### src/rtl/eggtimer_pkg.sv
// Shared types and constants for the egg timer setpoint entry and countdown chain.
package eggtimer_pkg;

   typedef enum logic [1:0] {
      EDIT = 2'd0,
      RUN  = 2'd1,
      DONE = 2'd2
   } state_t;

   localparam int SEC_ONES_MAX = 9;
   localparam int SEC_TENS_MAX = 5;
   localparam int MIN_MAX      = 9;

   localparam logic [1:0] IDX_S0 = 2'd0;
   localparam logic [1:0] IDX_S1 = 2'd1;
   localparam logic [1:0] IDX_M0 = 2'd2;
   localparam logic [1:0] IDX_M1 = 2'd3;

   // Largest legal BCD value for each digit position.
   function automatic int digit_max(input logic [1:0] idx);
      case (idx)
         IDX_S0:  return SEC_ONES_MAX;
         IDX_S1:  return SEC_TENS_MAX;
         default: return MIN_MAX;
      endcase
   endfunction

endpackage

### src/rtl/button_repeat.sv
// Edge detect plus tick-based auto-repeat for one held button; emits a one-cycle step.
module button_repeat #(
   parameter int REPEAT_DELAY = 5,
   parameter int REPEAT_RATE  = 2
) (
   input  logic clk,
   input  logic reset,
   input  logic btn,
   input  logic tick,
   input  logic clear,
   output logic step,
   output logic rise
);

   localparam int CW = $clog2(REPEAT_DELAY + REPEAT_RATE + 1);
   localparam logic [CW-1:0] FIRST = CW'(REPEAT_DELAY);
   localparam logic [CW-1:0] NEXT  = CW'(REPEAT_DELAY + REPEAT_RATE);

   logic          prev;
   logic [CW-1:0] cnt;
   logic [CW-1:0] cnt_inc;
   logic          rpt;

   assign rise    = btn & ~prev;
   assign cnt_inc = cnt + CW'(1);
   assign rpt     = btn & tick & ((cnt_inc == FIRST) || (cnt_inc == NEXT));
   assign step    = ~clear & (rise | rpt);

   // After the first repeat the count folds back to REPEAT_DELAY, so it cycles every REPEAT_RATE ticks.
   always_ff @(posedge clk) begin
      if (reset) begin
         prev <= 1'b0;
         cnt  <= '0;
      end else begin
         prev <= btn;
         if (!btn || clear)
            cnt <= '0;
         else if (tick)
            cnt <= (cnt_inc == NEXT) ? FIRST : cnt_inc;
      end
   end

endmodule

### src/rtl/timer_setpoint_entry.sv
// Setpoint entry FSM for the MM:SS countdown chain: edits BCD digits, issues load/run, raises alarm.
module timer_setpoint_entry
   import eggtimer_pkg::*;
#(
   parameter int WIDTH        = 4,
   parameter int REPEAT_DELAY = 5,
   parameter int REPEAT_RATE  = 2
) (
   input  logic               clk,
   input  logic               reset,
   input  logic               tick,
   input  logic               btn_inc,
   input  logic               btn_dec,
   input  logic               btn_next,
   input  logic               btn_start,
   input  logic               timer_done,
   output logic [4*WIDTH-1:0] setpoint,
   output logic [1:0]         sel,
   output logic               load,
   output logic               run,
   output logic               alarm
);

   state_t                 state;
   logic [3:0][WIDTH-1:0]  digits;
   logic                   both;
   logic                   inc_step, dec_step, inc_rise, dec_rise;
   logic [WIDTH-1:0]       cur, mx, inc_val, dec_val;

   assign both = btn_inc & btn_dec;

   button_repeat #(.REPEAT_DELAY(REPEAT_DELAY), .REPEAT_RATE(REPEAT_RATE)) u_inc (
      .clk   (clk),
      .reset (reset),
      .btn   (btn_inc),
      .tick  (tick),
      .clear (both),
      .step  (inc_step),
      .rise  (inc_rise)
   );

   button_repeat #(.REPEAT_DELAY(REPEAT_DELAY), .REPEAT_RATE(REPEAT_RATE)) u_dec (
      .clk   (clk),
      .reset (reset),
      .btn   (btn_dec),
      .tick  (tick),
      .clear (both),
      .step  (dec_step),
      .rise  (dec_rise)
   );

   // Per-digit wrap, no carry or borrow into neighbours.
   assign cur     = digits[sel];
   assign mx      = WIDTH'(digit_max(sel));
   assign inc_val = (cur >= mx) ? '0 : cur + WIDTH'(1);
   assign dec_val = (cur == '0) ? mx : cur - WIDTH'(1);

   assign setpoint = digits;

   always_ff @(posedge clk) begin
      if (reset) begin
         state  <= EDIT;
         digits <= '0;
         sel    <= IDX_S0;
         load   <= 1'b0;
         run    <= 1'b0;
         alarm  <= 1'b0;
      end else begin
         load <= 1'b0;
         case (state)
            EDIT: begin
               if (btn_start) begin
                  if (digits != '0) begin
                     state <= RUN;
                     load  <= 1'b1;
                     run   <= 1'b1;
                  end
               end else if (btn_next) begin
                  sel <= sel + 2'd1;
               end else if (inc_step) begin
                  digits[sel] <= inc_val;
               end else if (dec_step) begin
                  digits[sel] <= dec_val;
               end
            end
            RUN: begin
               // load is high only in the first RUN cycle, while the chain still shows stale zeros.
               if (btn_start) begin
                  state <= EDIT;
                  run   <= 1'b0;
               end else if (timer_done && !load) begin
                  state <= DONE;
                  run   <= 1'b0;
                  alarm <= 1'b1;
               end
            end
            DONE: begin
               if (btn_start || btn_next || inc_rise || dec_rise) begin
                  state <= EDIT;
                  alarm <= 1'b0;
               end
            end
            default: begin
               state <= EDIT;
               run   <= 1'b0;
               alarm <= 1'b0;
            end
         endcase
      end
   end

endmodule
### config.mk
export PLATFORM = sky130hd
export DESIGN_NAME = timer_setpoint_entry
export DESIGN_NICKNAME = d
export VERILOG_FILES = /design/src/rtl/eggtimer_pkg.sv /design/src/rtl/button_repeat.sv /design/src/rtl/timer_setpoint_entry.sv
export SDC_FILE = /design/constraint.sdc
export NUM_CORES = 1
export LEC_CHECK = 0
export ABC_CLOCK_PERIOD_IN_PS = 2650
export BUFFER_PORTS_ARGS = -buffer_cell sky130_fd_sc_hd__buf_2
export CAP_MARGIN = 25
export CORE_ASPECT_RATIO = 1.75
export CORE_MARGIN = 2
export CORE_UTILIZATION = 50
export CTS_CLUSTER_SIZE = 30
export DETAILED_ROUTE_END_ITERATION = 7
export PLACE_DENSITY = 0.75
export SYNTH_ARGS = -nofsm -noshare
export SYNTH_HDL_FRONTEND = slang
export SYNTH_SLANG_ARGS = --single-unit
### constraint.sdc
create_clock -name clk -period 2.65 [get_ports clk]
set_input_delay 0.6625 -clock clk [delete_from_list [all_inputs] [get_ports clk]]
set_output_delay 0.6625 -clock clk [all_outputs]
set_load 0.005 [all_outputs]
### Yosys cells after proc, flatten, opt, wreduce, memory -nomap -nowiden

Index checks and enable logic that the tools add are counted.

| word-level totals | value |
|---|---|
| logic and storage cells | 105 |
| memory bits (writable) | 0 |
| bits in read-only memories | 0 |
| bits in latches | 0 |
| register bits | 31 |
| output and inout port bits | 21 |
| memories kept | 0 |

| cells by class | value |
|---|---|
| shift-type cells | 0 |
| multiply operators | 0 |
| order comparisons | 3 |
| eq/ne operators | 13 |
| div/mod/pow operators | 0 |
| add/sub/neg operators | 5 |
| reduce and logical (&&, ||, !) cells | 24 |
| bitwise operators | 18 |
| multiplexer cells | 29 |

Operator list:

| operator | count |
|---|---|
| 16-bit bitwise mux | 2 |
| 16-bit two-way mux | 2 |
| 4-bit two-way mux | 5 |
| 4-bit AND reduction | 4 |
| 16-bit nonzero test | 1 |
| 3-bit == test (second input constant) | 4 |
| 2-bit two-way mux | 5 |
| 2-bit != test (second input constant) | 5 |
| 1-bit bitwise AND | 9 |
| 4-bit binary-select mux with 2-bit select | 1 |
| 4-bit demux with 2-bit select | 1 |
| 1-bit two-way mux | 8 |
| 1-bit logical OR | 7 |
| 1-bit inverter | 7 |
| 3-bit by 1-bit adder with 3-bit output (second input constant) | 2 |
| 3-bit two-way mux | 2 |
| 1-bit one-hot mux with 3 select lines | 2 |
| 2-bit one-hot mux with 3 select lines | 1 |
| 4-bit by 1-bit adder with 4-bit output (second input constant) | 1 |
| 2-bit by 1-bit == test with 1-bit output (second input constant) | 2 |
| 4-bit >= comparator | 1 |
| 4-bit logical NOT | 1 |
| 2-bit OR reduction | 2 |
| 4-bit by 1-bit subtractor with 4-bit output (second input constant) | 1 |
| other kinds (12) | 16 |

### Depth between registers and ports, before layout

Gate-level depths: netlist of the first run.

| depth | value |
|---|---|
| word-level depth | 8 |
| gate-level depth with buffers | 10 |
| gate-level depth less buffers | 9 |

### Hierarchy

A second synthesis of the first run with hierarchy kept.

| second synthesis, totals | value |
|---|---|
| cells, all modules | 212 |
| area, all modules | 1854.3 um2 |

Modules (own cells, without submodules):

| module | area an instance (um2) | times used | cells each | sequential area each (um2) |
|---|---|---|---|---|
| timer_setpoint_entry | 1403.8 | 1 | 160 | 460.4 |
| button_repeat | 225.2 | 2 | 26 | 80.1 |

### Worst setup path after synthesis of the first run

Ideal clock, no wire load.

| timing | value |
|---|---|
| path type | reg-to-reg |
| start | register sel[0] |
| end | register digits (netlist bit setpoint[14]) |
| cell stages (with the launch flop) | 9 |
| arrival time | 2477 ps |
| clock period less this slack | 2564 ps |
| slack | 86 ps |
| cell sequence | dfxtp_1 -> buf_2 -> mux4_2 -> ha_1 -> a21oi_1 -> o21ai_0 -> o2111a_1 -> a311o_1 -> o31ai_1 |

| on the way | value |
|---|---|
| longest elaborated chain between the ends | 7 |
| elaborated cells on any way between the ends | 19 |
| classes of those cells | add/sub (2); order compare (3); eq/ne (1); mux (11); reduce/logical (2) |

RTL lines:

| item | RTL line | RTL |
|---|---|---|
| start, declared | timer_setpoint_entry.sv:18 | `output logic [1:0] sel,` |
| start signal, assigned | timer_setpoint_entry.sv:79 | `sel <= sel + 2'd1;` |
| 4-bit binary-select mux with 2-bit select (tied with other cells) | timer_setpoint_entry.sv:53 | `assign cur = digits[sel];` |
| 4-bit two-way mux (implied by the code) or 1-bit logical AND (tied branches) | timer_setpoint_entry.sv:53, timer_setpoint_entry.sv:81, timer_setpoint_entry.sv:83 |  |
| 4-bit by 1-bit subtractor with 4-bit output (tied with other cells) | timer_setpoint_entry.sv:56 | `assign dec_val = (cur == '0) ? mx : cur - WIDTH'(1);` |
| 4-bit two-way mux or 4-bit demux with 2-bit select (tied branches) | timer_setpoint_entry.sv:56, timer_setpoint_entry.sv:81, timer_setpoint_entry.sv:83 |  |
| 16-bit bitwise mux | timer_setpoint_entry.sv:83 | `digits[sel] <= dec_val;` |
| 16-bit two-way mux | timer_setpoint_entry.sv:82 | `end else if (dec_step) begin` |
| 16-bit two-way mux (*) | timer_setpoint_entry.sv:80 | `end else if (inc_step) begin` |
| end signal, assigned by index | timer_setpoint_entry.sv:81 | `digits[sel] <= inc_val;` |
| end signal, assigned by index | timer_setpoint_entry.sv:83 |  |
| end, declared | timer_setpoint_entry.sv:25 | `logic [3:0][WIDTH-1:0] digits;` |

Every way passes the cells marked *; elsewhere a longest branch is shown, timed or not. The select of a mux whose other input is x is not followed.
A chain may end at the register's enable or synchronous reset.

### Final worst setup path of the first run

| timing | value |
|---|---|
| start | register sel[1] |
| end | register digits (netlist bit setpoint[2]) |

Same word-level chain as after synthesis.

==> impl_results.rst, run 1 <==
.. list-table::
   :header-rows: 1

   * - Metric
     - Value
   * - Outcome
     - finished clean
   * - Total negative slack for setup checks
     - 0 ps
   * - Count of nets left with antenna violations after detail routing
     - 0
   * - Endpoint kind of the worst setup timing path
     - register
   * - Number of distinct standard cells referenced by the synthesized netlist
     - 38
   * - Static Leakage
     - 0.932 nW
   * - Critical-path maximum fanout
     - 5
   * - Horizontal die dimension
     - 49.1 um
   * - Clock root buffer
     - sky130_fd_sc_hd__clkbuf_8
   * - Yosys warnings
     - 0
   * - DR DRC count
     - 0
   * - Worst Max-Slew Pin Slew
     - 725 ps
   * - Top achievable clock speed
     - 0.405 GHz
   * - First-pass GRT wire length
     - 7290 um
   * - Sink count of the clock tree
     - 31
   * - Overall Global Routing Usage
     - 23.0%
   * - Remaining global-route overflow
     - 0
   * - Part of the Yosys area used for sequential elements
     - 34.8%
   * - Data arrival time of the worst path
     - 2670 ps
   * - Ratio of total power to cell area
     - 522 nW/um^2
   * - Clock buffer depth
     - 2
   * - Simple-Gate Fraction of Synth Area
     - 21.8%
   * - Number of pins exceeding their max-slew limit in the final report
     - 0
   * - Syn_area_per_cell
     - 9.00 um^2
   * - Setup repair after global routing missed its margin
     - no
   * - Min Hold Slack
     - 499 ps
   * - Fraction of the mapped netlist area in compound gates
     - 19.9%
   * - Maximum resistive drop on vdd
     - 0.362 mV
   * - Clock group share of total power
     - 38.4%
   * - Largest cells by area after synthesis
     - sky130_fd_sc_hd__dfxtp_1 (35%), sky130_fd_sc_hd__ha_1 (9.8%), sky130_fd_sc_hd__nand3b_1 (5.5%)
   * - Xor and xnor area share after synthesis
     - 2.95%
   * - Cell internal pwr
     - 802 uW
   * - Mux contribution to synthesized area
     - 5.69%
   * - Kind of start point of the critical path
     - register
   * - Adder-cell area share of the yosys netlist
     - 9.83%
   * - Number of placement rows
     - 28
   * - Number of storage elements in the synthesis netlist
     - 31
   * - Number of hold-repair buffers added at the cts stage
     - 0
   * - Final-report setup violation count
     - 0
   * - Synth Instances
     - 198
   * - Number of H-tree branching levels
     - 2
   * - Post-layout minimum cycle time
     - 2470 ps
   * - Worst path required time
     - 2850 ps
   * - Relative max-transition margin
     - 51.4%
   * - Clock latency on the worst-skew pair
     - 290 ps
   * - Average wire per standard cell
     - 15.4 um
   * - Layout area overhead
     - 20.4%
   * - Vias after detailed routing
     - 1,657
   * - Sequential fraction of design power
     - 44.3%
   * - HPWL reported at the end of detailed placement
     - 3310 um
   * - Post-placement worst setup slack
     - 75.3 ps
   * - Yosys top cell by area
     - sky130_fd_sc_hd__dfxtp_1
   * - Starting DRT DRC Count
     - 35
   * - Fraction of layout instances using a drive strength above 1
     - 23.8%
   * - Dominant combinational cell family by area after synthesis
     - simple AND/OR/NAND/NOR gates
   * - Count of pins on the block boundary
     - 29
   * - Net count after synthesis
     - 220
   * - Die height
     - 83.0 um
   * - Portion of total power attributed to combinational logic
     - 17.2%
   * - Antenna violations before repair
     - 0
   * - Die outline area
     - 4080 um^2
   * - Top cell type's share of synthesized area
     - 34.8%
   * - Vias/cell
     - 5.83
   * - Worst hold path type
     - register to register
   * - Maximum number of pins on one net before global-route repair
     - 30
   * - DR pass1 iterations
     - 4
   * - Crit-path max cell delay
     - 570 ps
   * - Number of antenna cells inserted
     - 0
   * - Routability-driven placement congestion ratio
     - 0.923
   * - Max Cap Viol
     - 0
   * - Vias in the first global route
     - 1,573
   * - Clock input transition at the sequential cells of the worst setup and hold paths
     - 70 ps
   * - CP max stage cell
     - sky130_fd_sc_hd__mux4_2
   * - Cells traversed along the worst timing path
     - mux4_2, inv_1, ha_1, nor2b_2, o21ai_0, o2111a_1, a311o_1, o31ai_1
   * - Port Buf Inserts
     - 28
   * - Total wirelength of the detailed-routed design
     - 4380 um
   * - Final net count
     - 260
   * - Minimum setup slack in the final design
     - 181 ps
   * - Core area
     - 3400 um^2
   * - Starting Density
     - 52.4%
   * - Final worst-path cycle share
     - 93.2%
   * - Count of final hold-check violations
     - 0
   * - Share of total power consumed by net switching
     - 28.3%
   * - Switching power
     - 316 uW
   * - Crit Path Class
     - register to register
   * - Total CTS buffers
     - 5
   * - CTS tree
     - yes
   * - Post-synthesis cell area
     - 1780 um^2
   * - Final setup skew
     - 8.97 ps
-- cells in the mapped netlist --
master / number
sky130_fd_sc_hd__o2111a_1: 1
sky130_fd_sc_hd__nand2_1: 9
sky130_fd_sc_hd__a31oi_1: 2
sky130_fd_sc_hd__clkbuf_1: 3
sky130_fd_sc_hd__xnor2_1: 3
sky130_fd_sc_hd__o32a_2: 1
sky130_fd_sc_hd__nand4b_1: 1
sky130_fd_sc_hd__o211ai_1: 5
sky130_fd_sc_hd__buf_6: 1
sky130_fd_sc_hd__or4b_1: 1
sky130_fd_sc_hd__nand2b_1: 7
sky130_fd_sc_hd__a41o_1: 1
sky130_fd_sc_hd__ha_1: 14
sky130_fd_sc_hd__nand3_1: 6
sky130_fd_sc_hd__o31ai_1: 5
sky130_fd_sc_hd__nor2b_1: 8
sky130_fd_sc_hd__a21boi_0: 1
sky130_fd_sc_hd__xor2_1: 3
sky130_fd_sc_hd__nor3_1: 3
sky130_fd_sc_hd__mux4_2: 4
sky130_fd_sc_hd__buf_2: 2
sky130_fd_sc_hd__a41oi_1: 2
sky130_fd_sc_hd__a21oi_1: 7
sky130_fd_sc_hd__dfxtp_1: 31
sky130_fd_sc_hd__o21ai_1: 5
sky130_fd_sc_hd__a21o_1: 1
sky130_fd_sc_hd__mux2_2: 1
sky130_fd_sc_hd__o21bai_1: 2
sky130_fd_sc_hd__inv_1: 15
sky130_fd_sc_hd__o21ai_0: 8
sky130_fd_sc_hd__nor2_1: 13
sky130_fd_sc_hd__o21a_1: 3
sky130_fd_sc_hd__nor4_1: 5
sky130_fd_sc_hd__and3_1: 3
sky130_fd_sc_hd__a221o_1: 1
sky130_fd_sc_hd__a211oi_1: 6
sky130_fd_sc_hd__a311o_1: 1
sky130_fd_sc_hd__nand3b_1: 13
-- cells in the final DEF (no fill, tap or decap), types with 5 or more instances in the layout --
| cell type | synthesis | routed |
|---|---|---|
| sky130_fd_sc_hd__a211oi_1 | 6 | 6 |
| sky130_fd_sc_hd__a21oi_1 | 7 | 6 |
| sky130_fd_sc_hd__buf_2 | 2 | 28 |
| sky130_fd_sc_hd__buf_4 | 0 | 11 |
| sky130_fd_sc_hd__clkbuf_8 | 0 | 7 |
| sky130_fd_sc_hd__dfxtp_1 | 31 | 30 |
| sky130_fd_sc_hd__ha_1 | 14 | 14 |
| sky130_fd_sc_hd__inv_1 | 15 | 15 |
| sky130_fd_sc_hd__nand2_1 | 9 | 9 |
| sky130_fd_sc_hd__nand2b_1 | 7 | 7 |
| sky130_fd_sc_hd__nand3_1 | 6 | 6 |
| sky130_fd_sc_hd__nand3b_1 | 13 | 13 |
| sky130_fd_sc_hd__nor2_1 | 13 | 13 |
| sky130_fd_sc_hd__nor2b_1 | 8 | 7 |
| sky130_fd_sc_hd__nor4_1 | 5 | 5 |
| sky130_fd_sc_hd__o211ai_1 | 5 | 5 |
| sky130_fd_sc_hd__o21ai_0 | 8 | 8 |
| sky130_fd_sc_hd__o21ai_1 | 5 | 5 |
-- power groups by stage --
stage               clock (mW)  sequential [mW]  combinational, mW
floorplan                    0            0.505              0.125
global placement             0            0.505              0.181
detailed placement           0            0.506              0.186
CTS                      0.429            0.496              0.187
global route             0.447            0.498              0.212
finish                   0.430            0.496              0.193
-- flip-flops by register name, summed over array words and instances, names as in the netlist --
register / flops
alarm: 1
load: 1
run: 1
sel: 2
setpoint: 16
state: 2
u_dec.cnt: 3
u_dec.prev: 1
u_inc.cnt: 3
u_inc.prev: 1
-- metal layers --
metal	vias up	wire, um	global-route usage (%)
met5	-	0	0
li1	812	-	-
met2	44	2470	42.1
met3	10	167	4.68
met4	0	123	11.2
met1	791	1620	23.9
-- cells by family after synthesis --
kind of cell,Yosys count
AOI/OAI and AO/OA,52
xor gates and xnor gates,6
adders and majority gates,14
buffers and inverters,21
DFF,31
muxes,5
and+or+nand+nor,69
-- cell type report --
type	instances	area (um^2)
tap	45	56.3
fill	302	1250
timing repair buffer	39	223
clock buffer	7	96.3
multi-input combinational	146	1080
sequential	31	622
inverter	15	56.3
clock inverter	1	7.51
-- path summary, 6_finish.rpt --
path,from,end,slack [ps],depth (start not counted)
worst max-delay path,sel[1]$_SDFFE_PP0P_,setpoint[2]$_SDFFE_PP0P_,180,8
worst min-delay path,u_dec.cnt[1]$_SDFFE_PP0P_,u_dec.cnt[1]$_SDFFE_PP0P_,500,2
worst max register to register,sel[1]$_SDFFE_PP0P_,setpoint[2]$_SDFFE_PP0P_,180,8
worst min register to register,u_dec.cnt[1]$_SDFFE_PP0P_,u_dec.cnt[1]$_SDFFE_PP0P_,500,2
-- worst max-delay path: cells and delay by family, from the launching register on --
kind                     cells  cell delay [ps]
AO/OA/AOI/OAI                4              990
multiplexers                 1              570
flip-flops                   1              390
AND/OR/NAND/NOR              1              170
adder cells (fa/ha/maj)      1              160
buffers and inverters        1              110
-- through the flow --
| step | instance area [um^2] | instances | utilization [%] | power, mW |
|---|---|---|---|---|
| after CTS | 2120 | 282 | 62.3 | 1.11 |
| after global placement | 2010 | 274 | 59.2 | 0.687 |
| after detailed placement | 2010 | 274 | 59.2 | 0.692 |
| after global routing | 2140 | 284 | 63.1 | 1.16 |
| after floorplan | 1780 | 198 | - | 0.629 |
| final | 2140 | 284 | 63.1 | 1.12 |
-- repair_timing --
| item | 4_1_cts | 5_1_grt |
|---|---|---|
| setup endpoints to repair | 0 | 4 |
| setup buffers | 0 | 2 |
| resized for setup | 0 | 4 |
Power figures use the tool's default switching activity.
==> run 2, diff against run 1 <==
--- a/config.mk
+++ b/config.mk
@@ -10,10 +10,12 @@
 export CAP_MARGIN = 25
 export CORE_ASPECT_RATIO = 1.75
 export CORE_MARGIN = 2
-export CORE_UTILIZATION = 50
+export CORE_UTILIZATION = 51
 export CTS_CLUSTER_SIZE = 30
 export DETAILED_ROUTE_END_ITERATION = 7
-export PLACE_DENSITY = 0.75
+export PLACE_DENSITY = 0.76
+export RECOVER_POWER = 25
 export SYNTH_ARGS = -nofsm -noshare
 export SYNTH_HDL_FRONTEND = slang
+export SYNTH_HIERARCHICAL = 1
 export SYNTH_SLANG_ARGS = --single-unit
==> run 2 against run 1 <==
Compared with the run above: synthesized area rose by 4.1%; core utilization fell by 0.37 points; non-clock buffer count rose by 2; combinational power rose by 58%; critical endpoint is now setpoint[5]$_SDFFE_PP0P_; worst setup slack got worse by 80 ps; critical path type unchanged; clock power fell by 14%; sequential power rose by 4.6%; power rose by 6.7%; final cell count rose by 5.6%; largest cell class unchanged.
==> impl_results.rst, run 2 <==
.. list-table::
   :header-rows: 1

   * - Metric
     - Value
   * - Kind of start point of the critical path
     - register
   * - Most frequent cells after synthesis
     - sky130_fd_sc_hd__dfxtp_1 (31), sky130_fd_sc_hd__nor2_1 (24), sky130_fd_sc_hd__ha_1 (16)
   * - Starting Density
     - 52.1%
   * - Fraction of the mapped netlist area in compound gates
     - 19.3%
   * - Dominant combinational cell family by area after synthesis
     - simple AND/OR/NAND/NOR gates
   * - Predominant post-synthesis flop cell
     - sky130_fd_sc_hd__dfxtp_1
   * - Non-filler cells, final
     - 300
   * - Max Cap Viol
     - 0
   * - Ratio of total power to cell area
     - 535 nW/um^2
   * - Clock input transition at the sequential cells of the worst setup and hold paths
     - 70 ps
   * - Count of final hold-check violations
     - 0
   * - Top cell type's share of synthesized area
     - 33.5%
   * - Outcome
     - finished clean
   * - Port Buf Inserts
     - 28
   * - Endpoint kind of the worst setup timing path
     - register
   * - Post-layout minimum cycle time
     - 2550 ps
   * - Static Leakage
     - 0.961 nW
   * - Clock root buffer
     - sky130_fd_sc_hd__clkbuf_8
   * - Critical-path maximum fanout
     - 4
   * - Synth Instances
     - 212
   * - Leading cell type by number of instances after synthesis
     - sky130_fd_sc_hd__dfxtp_1
   * - Vias after detailed routing
     - 1,731
   * - Total CTS buffers
     - 5
   * - DR DRC count
     - 0
   * - Maximum number of pins on one net before global-route repair
     - 35
   * - Setup repair after global routing missed its margin
     - yes
   * - Part of the Yosys area used for sequential elements
     - 33.5%
   * - Yosys top cell by area
     - sky130_fd_sc_hd__dfxtp_1
   * - Total instance count after detailed placement
     - 293
   * - Adder-cell area share of the yosys netlist
     - 10.8%
   * - R2R depth
     - 10
   * - Clock latency on the worst-skew pair
     - 280 ps
   * - Minimum setup slack in the final design
     - 101 ps
   * - Final setup skew
     - 7.31 ps
   * - Fraction of layout instances using a drive strength above 1
     - 26.4%
   * - Final-report setup violation count
     - 0
   * - Horizontal die dimension
     - 49.6 um
   * - Total wirelength of the detailed-routed design
     - 4820 um
   * - Final net count
     - 278
   * - Vias/cell
     - 5.77
   * - Endpoint of the most critical register-to-register path
     - setpoint[5]$_SDFFE_PP0P_
   * - Worst Max-Slew Pin Slew
     - 564 ps
   * - Count of pins on the block boundary
     - 29
   * - Post-CTS Setup Repair Bufs
     - 0
   * - Flip-flop count of the largest register, all copies and words added
     - 16
   * - Mux contribution to synthesized area
     - 5.40%
   * - Number of flops mapped to enable cells by yosys
     - 0
   * - Number of placement rows
     - 29
   * - Die outline area
     - 4150 um^2
   * - Number of antenna cells inserted
     - 0
   * - Post-placement worst setup slack
     - -12.3 ps
   * - Data arrival time of the worst path
     - 2700 ps
   * - Number of pins exceeding their max-slew limit in the final report
     - 0
   * - Layout area overhead
     - 20.3%
   * - Overall Global Routing Usage
     - 24.4%
   * - Count of fill cells added during filler insertion
     - 343
   * - Largest cells by area after synthesis
     - sky130_fd_sc_hd__dfxtp_1 (33%), sky130_fd_sc_hd__ha_1 (11%), sky130_fd_sc_hd__mux4_2 (4.9%)
   * - Antenna violations before repair
     - 0
   * - CTS tree
     - yes
   * - Launch instance of the worst register-to-register path
     - sel[0]$_SDFFE_PP0P_
   * - Number of H-tree branching levels
     - 2
   * - Relative max-transition margin
     - 62.4%
   * - Vias in the first global route
     - 1,678
   * - Starting DRT DRC Count
     - 56
   * - Post-route cell area
     - 2230 um^2
   * - Maximum resistive drop on vdd
     - 0.417 mV
   * - Crit Path Class
     - register to register
   * - Number of hold-repair buffers added at the cts stage
     - 0
   * - Standard cell area after detailed placement
     - 2110 um^2
   * - Simple-Gate Fraction of Synth Area
     - 23.2%
   * - Routability-driven placement congestion ratio
     - 0.908
   * - DR pass1 iterations
     - 4
   * - Worst hold path type
     - register to register
   * - Post-synthesis cell area
     - 1850 um^2
   * - Number of storage elements in the synthesis netlist
     - 31
   * - Share of async-settable or async-resettable flops after synthesis
     - 0%
   * - HPWL reported at the end of detailed placement
     - 3660 um
   * - Die height
     - 83.8 um
   * - Core area
     - 3560 um^2
   * - Leading cell type in the layout, fill and taps excluded
     - sky130_fd_sc_hd__dfxtp_1
   * - Number of distinct standard cells referenced by the synthesized netlist
     - 41
   * - Average wire per standard cell
     - 16.1 um
   * - Crit path capture
     - setpoint[5]$_SDFFE_PP0P_
   * - Net count after synthesis
     - 236
   * - Count of nets left with antenna violations after detail routing
     - 0
   * - Final worst-path cycle share
     - 96.2%
   * - Source of the critical timing path
     - sel[0]$_SDFFE_PP0P_
   * - Syn_area_per_cell
     - 8.75 um^2
   * - Remaining global-route overflow
     - 0
   * - First-pass GRT wire length
     - 7730 um
   * - Flop2flop setup slack
     - 100 ps
   * - Yosys warnings
     - 6
   * - Top achievable clock speed
     - 0.392 GHz
   * - Clock buffer depth
     - 2
   * - Most frequent cells in the layout
     - sky130_fd_sc_hd__dfxtp_1 (30), sky130_fd_sc_hd__buf_2 (27), sky130_fd_sc_hd__nor2_1 (24)
   * - Worst path required time
     - 2800 ps
   * - Sink count of the clock tree
     - 31
   * - Xor and xnor area share after synthesis
     - 2.83%
run 2: cell count changes after synthesis, sizes merged, moves of 4 or more:
cell and change:
nor2 +11, nand3b -5, nand3 -6, nor2b -4, a21oi +8, nor3 +9
nand2 +4, a211oi +4, and2 +4
run 2: how the worst min path moves through the flow:
stage | startpoint | to | slack (ps) | cells past startpoint
6_report | alarm$_SDFFE_PP0P_ | alarm$_SDFFE_PP0P_ | 520 | 2
5_1_grt | setpoint[7]$_SDFFE_PP0P_ | setpoint[7]$_SDFFE_PP0P_ | 560 | 2
4_1_cts | setpoint[11]$_SDFFE_PP0P_ | setpoint[11]$_SDFFE_PP0P_ | 530 | 2
3_5_place_dp | setpoint[11]$_SDFFE_PP0P_ | setpoint[11]$_SDFFE_PP0P_ | 520 | 2
3_3_place_gp | alarm$_SDFFE_PP0P_ | alarm$_SDFFE_PP0P_ | 510 | 2
2_1_floorplan | setpoint[9]$_SDFFE_PP0P_ | setpoint[9]$_SDFFE_PP0P_ | 500 | 2
run 2: per-layer routing:
metal  wire (um)  share of wire (%)  vias to the layer above  GRT usage (%)
li1            -                  -                      851              -
met1        1750                 36                      811           24.2
met2        2720                 56                       53           46.2
met3         151                3.1                       16           3.23
met4         193                4.0                        0           13.9
met5           0                  0                        -              0
run 2: cells by family after synthesis:
kind of cell	Yosys count
AND/OR/NAND/NOR	82
AO/OA/AOI/OAI	52
flip-flops	31
buffers and inverters	20
adder cells (fa/ha/maj)	16
XOR/XNOR	6
multiplexers	5
run 2: final cells by class:
type,instances,area (um^2),area share [%]
Multi-Input combinational cell,161,1170,52.6
Sequential cell,31,622,27.9
Timing Repair Buffer,41,236,10.6
Clock buffer,6,82.6,3.70
Tap cell,46,57.6,2.58
Inverter,14,53.8,2.41
Clock inverter,1,5.00,0.224
run 2: worst max-delay path, stage by stage (launching register included):
cell and delay [ps]:
sky130_fd_sc_hd__dfxtp_2 360, sky130_fd_sc_hd__mux4_2 560, sky130_fd_sc_hd__inv_1 110, sky130_fd_sc_hd__buf_4 120, sky130_fd_sc_hd__ha_1 140, sky130_fd_sc_hd__or2b_1 160
sky130_fd_sc_hd__a211oi_2 90, sky130_fd_sc_hd__a211oi_2 350, sky130_fd_sc_hd__nor3_2 100, sky130_fd_sc_hd__nor2_1 300, sky130_fd_sc_hd__o31ai_1 110
run 2: per-stage QoR:
stage / power [mW] / util (%) / TNS (ps) / hold slack [ps]
2_1_floorplan: 0.721 / - / 0 / 504
3_3_place_gp: 0.803 / 59.4 / 0 / 508
3_5_place_dp: 0.810 / 59.4 / -12.3 / 521
4_1_cts: 1.19 / 62.2 / 0 / 529
5_1_grt: 1.27 / 62.7 / -88.4 / 563
6_report: 1.19 / 62.7 / 0 / 522
run 2: repair_timing:
| item | 4_1_cts | 5_1_grt |
|---|---|---|
| gates resized for setup | 2 | 5 |
| pin swaps | 0 | 1 |
| setup endpoints to repair | 4 | 14 |
run 2: where the power goes:
part | switching (mW) | internal [mW]
combinational | 0.176 | 0.129
clock | 0.167 | 0.203
sequential | 0.0274 | 0.492
total | 0.370 | 0.823
